File: src/rtl/wdt_svc_pkg.sv
// Shared definitions for the watchdog service controller: op codes, register map,
// control bits, FSM states and bus-beat helpers.
package wdt_svc_pkg;

    typedef enum logic [1:0] {
        OP_KICK   = 2'b00,
        OP_CLEAR  = 2'b01,
        OP_STATUS = 2'b10,
        OP_ARM    = 2'b11
    } wd_op_e;

    localparam logic [2:0] WD_STATUS  = 3'd0;
    localparam logic [2:0] WD_CONTROL = 3'd1;
    localparam logic [2:0] WD_PERIODL = 3'd2;
    localparam logic [2:0] WD_PERIODH = 3'd3;

    localparam int CTRL_IE_BIT    = 0;
    localparam int CTRL_START_BIT = 2;

    typedef enum logic [2:0] {
        ST_BOOT   = 3'd0,
        ST_IDLE   = 3'd1,
        ST_WRITE  = 3'd2,
        ST_READ   = 3'd3,
        ST_RDWAIT = 3'd4,
        ST_DONE   = 3'd5
    } svc_state_e;

    typedef struct packed {
        logic        cs;
        logic        wr_n;
        logic [2:0]  addr;
        logic [15:0] data;
    } wd_bus_t;

    localparam wd_bus_t BUS_IDLE = '{cs: 1'b0, wr_n: 1'b1, addr: 3'd0, data: 16'h0000};

    function automatic logic [15:0] ctrl_arm_word(input logic irq_en);
        logic [15:0] w;
        w = 16'h0000;
        w[CTRL_START_BIT] = 1'b1;
        w[CTRL_IE_BIT]    = irq_en;
        return w;
    endfunction

    function automatic wd_bus_t bus_write(input logic [2:0] addr, input logic [15:0] data);
        return '{cs: 1'b1, wr_n: 1'b0, addr: addr, data: data};
    endfunction

    function automatic wd_bus_t bus_read(input logic [2:0] addr);
        return '{cs: 1'b1, wr_n: 1'b1, addr: addr, data: 16'h0000};
    endfunction

endpackage

File: src/rtl/wdt_rr_arbiter.sv
// Round-robin arbiter: search starts one past the last winner; the pointer moves
// only when the grant is taken.
module wdt_rr_arbiter #(
    parameter int  N_REQ = 2,
    localparam int IDX_W = (N_REQ > 1) ? $clog2(N_REQ) : 1
) (
    input  logic             clk,
    input  logic             reset_n,
    input  logic [N_REQ-1:0] req,
    input  logic             grant_en,
    output logic [N_REQ-1:0] grant,
    output logic [IDX_W-1:0] grant_idx,
    output logic             grant_valid
);

    logic [IDX_W-1:0] ptr_r;
    logic [IDX_W-1:0] idx_s;
    logic [IDX_W-1:0] cand_idx_s;
    logic [N_REQ-1:0] grant_s;
    logic             found_s;
    int               cand_s;

    // First requester at or after the pointer, wrapping at N_REQ
    always_comb begin
        found_s    = 1'b0;
        idx_s      = '0;
        cand_s     = 0;
        cand_idx_s = '0;
        for (int i = 0; i < N_REQ; i++) begin
            cand_s = int'(ptr_r) + i;
            if (cand_s >= N_REQ) begin
                cand_s = cand_s - N_REQ;
            end else begin
                cand_s = cand_s;
            end
            cand_idx_s = IDX_W'(cand_s);
            if (!found_s && req[cand_idx_s]) begin
                found_s = 1'b1;
                idx_s   = cand_idx_s;
            end else begin
                found_s = found_s;
            end
        end
    end

    // One-hot form of the selected index
    always_comb begin
        grant_s = '0;
        if (found_s) begin
            grant_s[idx_s] = 1'b1;
        end else begin
            grant_s = '0;
        end
    end

    // Priority pointer: index after the last winner
    always_ff @(posedge clk or negedge reset_n) begin
        if (!reset_n) begin
            ptr_r <= '0;
        end else if (grant_en && found_s) begin
            ptr_r <= (idx_s == IDX_W'(N_REQ - 1)) ? '0 : idx_s + IDX_W'(1);
        end else begin
            ptr_r <= ptr_r;
        end
    end

    assign grant       = grant_s;
    assign grant_idx   = idx_s;
    assign grant_valid = found_s;

endmodule

File: src/rtl/wdt_service_ctrl.sv
// Watchdog service sequencer: boot-time arm, round-robin single-beat ops to the
// watchdog register slave, late-kick detection and timeout counting.
module wdt_service_ctrl
    import wdt_svc_pkg::*;
#(
    parameter int   N_REQ       = 2,
    parameter int   KICK_WINDOW = 16000000,
    parameter int   WIN_W       = 25,
    parameter logic IRQ_EN      = 1'b1
) (
    input  logic               clk,
    input  logic               reset_n,
    input  logic [N_REQ-1:0]   req,
    input  logic [2*N_REQ-1:0] req_op,
    output logic [N_REQ-1:0]   ack,
    output logic [1:0]         rsp_status,
    output logic               boot_done,
    output logic               kick_late,
    output logic [7:0]         timeout_count,
    output logic [2:0]         wd_address,
    output logic               wd_chipselect,
    output logic               wd_write_n,
    output logic [15:0]        wd_writedata,
    input  logic [15:0]        wd_readdata,
    input  logic               wd_timeout_pulse
);

    localparam int               IDX_W   = (N_REQ > 1) ? $clog2(N_REQ) : 1;
    localparam logic [WIN_W-1:0] WIN_MAX = WIN_W'(KICK_WINDOW);

    svc_state_e       state_r;
    wd_bus_t          bus_r;
    wd_op_e           op_r;
    wd_op_e           op_s;
    logic [N_REQ-1:0] win_oh_r;
    logic [N_REQ-1:0] ack_r;
    logic [1:0]       rsp_status_r;
    logic             boot_done_r;
    logic [WIN_W-1:0] kick_cnt_r;
    logic [WIN_W-1:0] kick_cnt_nxt_s;
    logic             kick_late_r;
    logic [7:0]       tmo_cnt_r;
    logic [7:0]       tmo_cnt_nxt_s;

    logic [N_REQ-1:0] grant_s;
    logic [IDX_W-1:0] grant_idx_s;
    logic             grant_valid_s;
    logic             grant_en_s;
    logic [1:0]       op_arr_s [N_REQ];
    logic             unused_rd_s;

    assign unused_rd_s = ^wd_readdata[15:2];
    assign grant_en_s  = (state_r == ST_IDLE);

    wdt_rr_arbiter #(.N_REQ(N_REQ)) u_arb (
        .clk         (clk),
        .reset_n     (reset_n),
        .req         (req),
        .grant_en    (grant_en_s),
        .grant       (grant_s),
        .grant_idx   (grant_idx_s),
        .grant_valid (grant_valid_s)
    );

    for (genvar g = 0; g < N_REQ; g++) begin : g_op
        assign op_arr_s[g] = req_op[2*g+1:2*g];
    end

    // Op of the requester the arbiter currently selects
    always_comb begin
        op_s = wd_op_e'(op_arr_s[grant_idx_s]);
    end

    // Sequencer: bus beat and ack are registered on entry to the state that shows them
    always_ff @(posedge clk or negedge reset_n) begin
        if (!reset_n) begin
            state_r      <= ST_BOOT;
            bus_r        <= BUS_IDLE;
            op_r         <= OP_KICK;
            win_oh_r     <= '0;
            ack_r        <= '0;
            rsp_status_r <= 2'b00;
            boot_done_r  <= 1'b0;
        end else begin
            case (state_r)
                ST_BOOT: begin
                    bus_r   <= bus_write(WD_CONTROL, ctrl_arm_word(IRQ_EN));
                    ack_r   <= '0;
                    state_r <= ST_IDLE;
                end
                ST_IDLE: begin
                    boot_done_r <= 1'b1;
                    ack_r       <= '0;
                    if (grant_valid_s) begin
                        win_oh_r <= grant_s;
                        op_r     <= op_s;
                        case (op_s)
                            OP_STATUS: begin
                                bus_r   <= bus_read(WD_STATUS);
                                state_r <= ST_READ;
                            end
                            OP_CLEAR: begin
                                bus_r   <= bus_write(WD_STATUS, 16'h0000);
                                state_r <= ST_WRITE;
                            end
                            OP_ARM: begin
                                bus_r   <= bus_write(WD_CONTROL, ctrl_arm_word(IRQ_EN));
                                state_r <= ST_WRITE;
                            end
                            default: begin
                                // Any write to the period register reloads the counter
                                bus_r   <= bus_write(WD_PERIODL, 16'h0000);
                                state_r <= ST_WRITE;
                            end
                        endcase
                    end else begin
                        bus_r   <= BUS_IDLE;
                        state_r <= ST_IDLE;
                    end
                end
                ST_WRITE: begin
                    bus_r   <= BUS_IDLE;
                    ack_r   <= win_oh_r;
                    state_r <= ST_DONE;
                end
                ST_READ: begin
                    bus_r   <= BUS_IDLE;
                    state_r <= ST_RDWAIT;
                end
                ST_RDWAIT: begin
                    bus_r        <= BUS_IDLE;
                    rsp_status_r <= wd_readdata[1:0];
                    ack_r        <= win_oh_r;
                    state_r      <= ST_DONE;
                end
                ST_DONE: begin
                    bus_r   <= BUS_IDLE;
                    ack_r   <= '0;
                    state_r <= ST_IDLE;
                end
                default: begin
                    bus_r   <= BUS_IDLE;
                    ack_r   <= '0;
                    state_r <= ST_BOOT;
                end
            endcase
        end
    end

    // Kick window: a KICK entering DONE clears, which takes precedence over saturation
    always_comb begin
        if (state_r == ST_WRITE && op_r == OP_KICK) begin
            kick_cnt_nxt_s = '0;
        end else if (boot_done_r && kick_cnt_r != WIN_MAX) begin
            kick_cnt_nxt_s = kick_cnt_r + WIN_W'(1);
        end else begin
            kick_cnt_nxt_s = kick_cnt_r;
        end
    end

    // Saturating timeout event count
    always_comb begin
        if (wd_timeout_pulse && tmo_cnt_r != 8'hFF) begin
            tmo_cnt_nxt_s = tmo_cnt_r + 8'd1;
        end else begin
            tmo_cnt_nxt_s = tmo_cnt_r;
        end
    end

    // Monitor registers
    always_ff @(posedge clk or negedge reset_n) begin
        if (!reset_n) begin
            kick_cnt_r  <= '0;
            kick_late_r <= 1'b0;
            tmo_cnt_r   <= 8'h00;
        end else begin
            kick_cnt_r  <= kick_cnt_nxt_s;
            kick_late_r <= (kick_cnt_nxt_s == WIN_MAX);
            tmo_cnt_r   <= tmo_cnt_nxt_s;
        end
    end

    assign ack           = ack_r;
    assign rsp_status    = rsp_status_r;
    assign boot_done     = boot_done_r;
    assign kick_late     = kick_late_r;
    assign timeout_count = tmo_cnt_r;
    assign wd_address    = bus_r.addr;
    assign wd_chipselect = bus_r.cs;
    assign wd_write_n    = bus_r.wr_n;
    assign wd_writedata  = bus_r.data;

endmodule

File: config.mk
export PLATFORM = sky130hd
export DESIGN_NAME = wdt_service_ctrl
export DESIGN_NICKNAME = d
export VERILOG_FILES = /design/src/rtl/wdt_svc_pkg.sv /design/src/rtl/wdt_rr_arbiter.sv /design/src/rtl/wdt_service_ctrl.sv
export SDC_FILE = /design/constraint.sdc
export NUM_CORES = 1
export LEC_CHECK = 0
export ABC_CLOCK_PERIOD_IN_PS = 2200
export CAP_MARGIN = 20
export CORE_MARGIN = 10
export CORE_UTILIZATION = 45
export DETAILED_ROUTE_END_ITERATION = 8
export PLACE_DENSITY = 0.75
export SYNTH_ARGS = -nofsm -noshare
export SYNTH_HDL_FRONTEND = slang
export SYNTH_SLANG_ARGS = --single-unit
File: constraint.sdc
create_clock -name clk -period 2.2 [get_ports clk]
set_input_delay 0.66 -clock clk [delete_from_list [all_inputs] [get_ports clk]]
set_output_delay 0.66 -clock clk [all_outputs]
set_load 0.01 [all_outputs]
==> qor.txt <==
status -> complete, but fails checks
failing checks -> negative setup slack
minimum clock period -> 2.24 ns
Critical Path AT -> 2.46 ns
Clock Sink Count -> 50
Pwr Density -> 938 nW/um^2
initial antenna violation count -> 0
CP bufs+invs -> 0
count leader, synth -> dfrtp_1
Synth area leaders -> dfrtp_1, xnor2_1, buf_4
Worst R2R Start -> kick_cnt_r[1]$_DFF_PN0_
via count -> 2168
CP max stage cell -> or4b_4
post-route ant nets -> 0
die width -> 97.1 um
largest net degree at the start of global routing -> 51
final worst slack -> -0.0434 ns
via-per-instance ratio -> 5.17
Peak VDD IR -> 571 uV
drt initial violations -> 154
worst r2r path cells -> 7
post-DP HPWL -> 4640 um
fraction of layout cells with a size suffix above 1 -> 0.279
syn avg cell area -> 10.0 sq um
post-synth top area share -> 0.458
crit path kind -> reg -> reg
Max-Cap Viols -> 0
dominant synthesized flop cell -> dfrtp_1
leak pwr -> 1.56 nW
Synthesis Warnings -> 0
Top delay family on crit path -> simple AND/OR/NAND/NOR gates
post-synthesis register bit count -> 50
Netlist Area Pre-Place -> 2680 sq um
Clock Path Buffers -> 2
Post-synth EDFFs -> 0
reg2reg end -> kick_late$_DFF_PN0_
Worst-path clk slew -> 0.10 ns
largest area contributor in the netlist -> dfrtp_1
Critical Path Max Stage Delay -> 0.53 ns
Fill cells -> 496
CP Cell Sequence -> ha_2 > nand3_2 > or4_4 > nor3_4 > o221ai_2 > or4b_4 > nor4_2
Port Buf Inserts -> 30
RSZ-0062 raised after global routing -> true
Clock Latency Late Sink -> 0.31 ns
Final #Nets -> 371
reg-to-reg setup timing slack -> -0.04 ns
Async SR Flop Fraction -> 1.00
post-layout power -> 3.31 mW
DRT Pass-1 Iters -> 4
library cells used by synthesis -> 51
die area -> 9430 sq um
crit path capture type -> flop
placed cells -> 409
Worst Path Required -> 2.42 ns
endpoints failing hold -> 0
Final Non-Filler Cells -> 419
I/O pin count -> 60
max layer used -> met4
register area share after synthesis -> 0.468
setup TNS -> -0.0434 ns
detailed-routing wirelength on met1 -> 2470 um
Chip Height -> 97.1 um
row count -> 28
CP max FO -> 4
Setup Skew -> 0.00962 ns
Synth Instances -> 267
utilization after layout -> 0.603
DRC violations left -> 0
Pins Over Slew Limit -> 0
Syn-to-layout area delta -> 31.7%
Initial Util -> 0.457
period utilization -> 1.02
# diodes -> 0
first-pass GRT wire length -> 10400 um
Core ar. -> 5850 sq um
multi-input logic area -> 1350 sq um
Max Fclk -> 0.446 GHz
Routed WL -> 6150 um
Placer Congestion -> 0.895
top cells by count, synth -> dfrtp_1, nor2_1, nand2_1
drt wl/cell -> 14.7 um
global route overflow -> 0
number of global-route vias before repair -> 2197
H-tree depth -> 2
GRT Total Usage -> 0.129
met2 wire length -> 3190 um
type of origin of the critical path -> flop
CTS tree -> done
Setup violations, final -> 1
CTS buffer count -> 5
clk root buf -> clkbuf_8
Reg area -> 1250 sq um
worst hold path type -> in -> async
DR WL met3 -> 409 um
registers in the layout, indices dropped and copies added (netlist names):
signal / count
op_r: 2
rsp_status: 2
kick_cnt_r: 25
timeout_count: 8
wd_address: 2
boot_done: 1
wd_write_n: 1
state_r: 3
u_arb.ptr_r: 1
wd_chipselect: 1
kick_late: 1
win_oh_r: 1
ack: 2
routing by layer:
layer | global-route usage | up-vias
met5 | 0 | -
met4 | 0.0409 | 0
met3 | 0.0405 | 9
met2 | 0.226 | 57
met1 | 0.145 | 1052
li1 | - | 1050
worst reg2reg max path: stages, from the launching register on:
cell,delay (ns)
dfrtp_1,0.41
ha_2,0.22
nand3_2,0.09
or4_4,0.48
nor3_4,0.16
o221ai_2,0.13
or4b_4,0.53
nor4_2,0.13
repair_timing:
action | 4_1_cts | 5_1_grt
hold buffers | 0 | 0
hold endpoints to repair | 0 | 0
setup endpoints to repair | 3 | 3
buffers inserted | 1 | 1
resized for setup | 12 | 2
pin swaps | 5 | 3
power by group:
group	leakage, nW	total (mW)	internal [mW]	switching, mW
Sequential	0.644	1.41	1.17	0.238
Clock	0.0585	0.662	0.341	0.321
Combinational	0.859	1.24	0.674	0.561
Total	1.56	3.31	2.19	1.12
how the worst max path moves through the flow:
| stage | slack [ns] | startpoint | end | depth (start not counted) |
|---|---|---|---|---|
| after floorplan | -0.07 | boot_done$_DFFE_PN0P_ | kick_late$_DFF_PN0_ | 8 |
| after global placement | -0.14 | kick_cnt_r[1]$_DFF_PN0_ | kick_late$_DFF_PN0_ | 7 |
| after detailed placement | -0.20 | kick_cnt_r[1]$_DFF_PN0_ | kick_late$_DFF_PN0_ | 8 |
| after CTS | -0.06 | kick_cnt_r[1]$_DFF_PN0_ | kick_late$_DFF_PN0_ | 7 |
| after global routing | -0.18 | kick_cnt_r[1]$_DFF_PN0_ | kick_late$_DFF_PN0_ | 7 |
| final | -0.04 | kick_cnt_r[1]$_DFF_PN0_ | kick_late$_DFF_PN0_ | 7 |
cell families after synthesis:
logic type | count (synthesis) | synth area share
simple gates | 118 | 0.245
flops | 50 | 0.468
buf+inv | 33 | 0.0823
compound gates | 29 | 0.0743
xor+xnor | 23 | 0.0753
mux | 10 | 0.0402
fa+ha+maj | 3 | 0.0140
other cells | 1 | 0.00140
placed cells by master (no fill, tap or decap), drive strengths merged, types with 2 or more instances in the layout:
master / synthesis / layout
or4: 2 / 2
a21o: 2 / 2
or2: 5 / 5
inv: 8 / 9
nor2b: 2 / 2
nand3: 10 / 10
dfrtp: 49 / 49
nand4: 11 / 11
o21a: 3 / 3
mux2: 6 / 6
nor4: 7 / 7
o211ai: 2 / 2
nor3: 8 / 8
nor3b: 3 / 3
nor2: 28 / 28
o22ai: 2 / 2
clkdlybuf4s50: 0 / 29
nand2b: 3 / 3
mux2i: 4 / 4
o21ai: 8 / 8
clkbuf: 5 / 5
xor2: 6 / 6
ha: 3 / 3
xnor2: 17 / 17
nor4b: 3 / 3
nand2: 22 / 22
or3: 7 / 7
a21oi: 5 / 5
conb: 1 / 15
buf: 20 / 51
o21ba: 2 / 2
cell type report:
type,instances,area share
Clock buffer,5,0.0195
Clock inverter,3,0.0124
Inverter,8,0.00852
Multi-Input combinational cell,198,0.384
Sequential cell,50,0.356
Tap cell,75,0.0266
Timing Repair Buffer,80,0.194
per-stage QoR:
stage / hold WS, ns / setup slack (ns) / area, sq um
after detailed placement: 0.486 / -0.197 / 3330
after global routing: 0.337 / -0.185 / 3530
after CTS: 0.335 / -0.0603 / 3510
after global placement: 0.482 / -0.138 / 3330
final: 0.317 / -0.0434 / 3530
after floorplan: 0.364 / -0.0683 / 2770
Note: power is estimated with default switching activity, not from simulation.
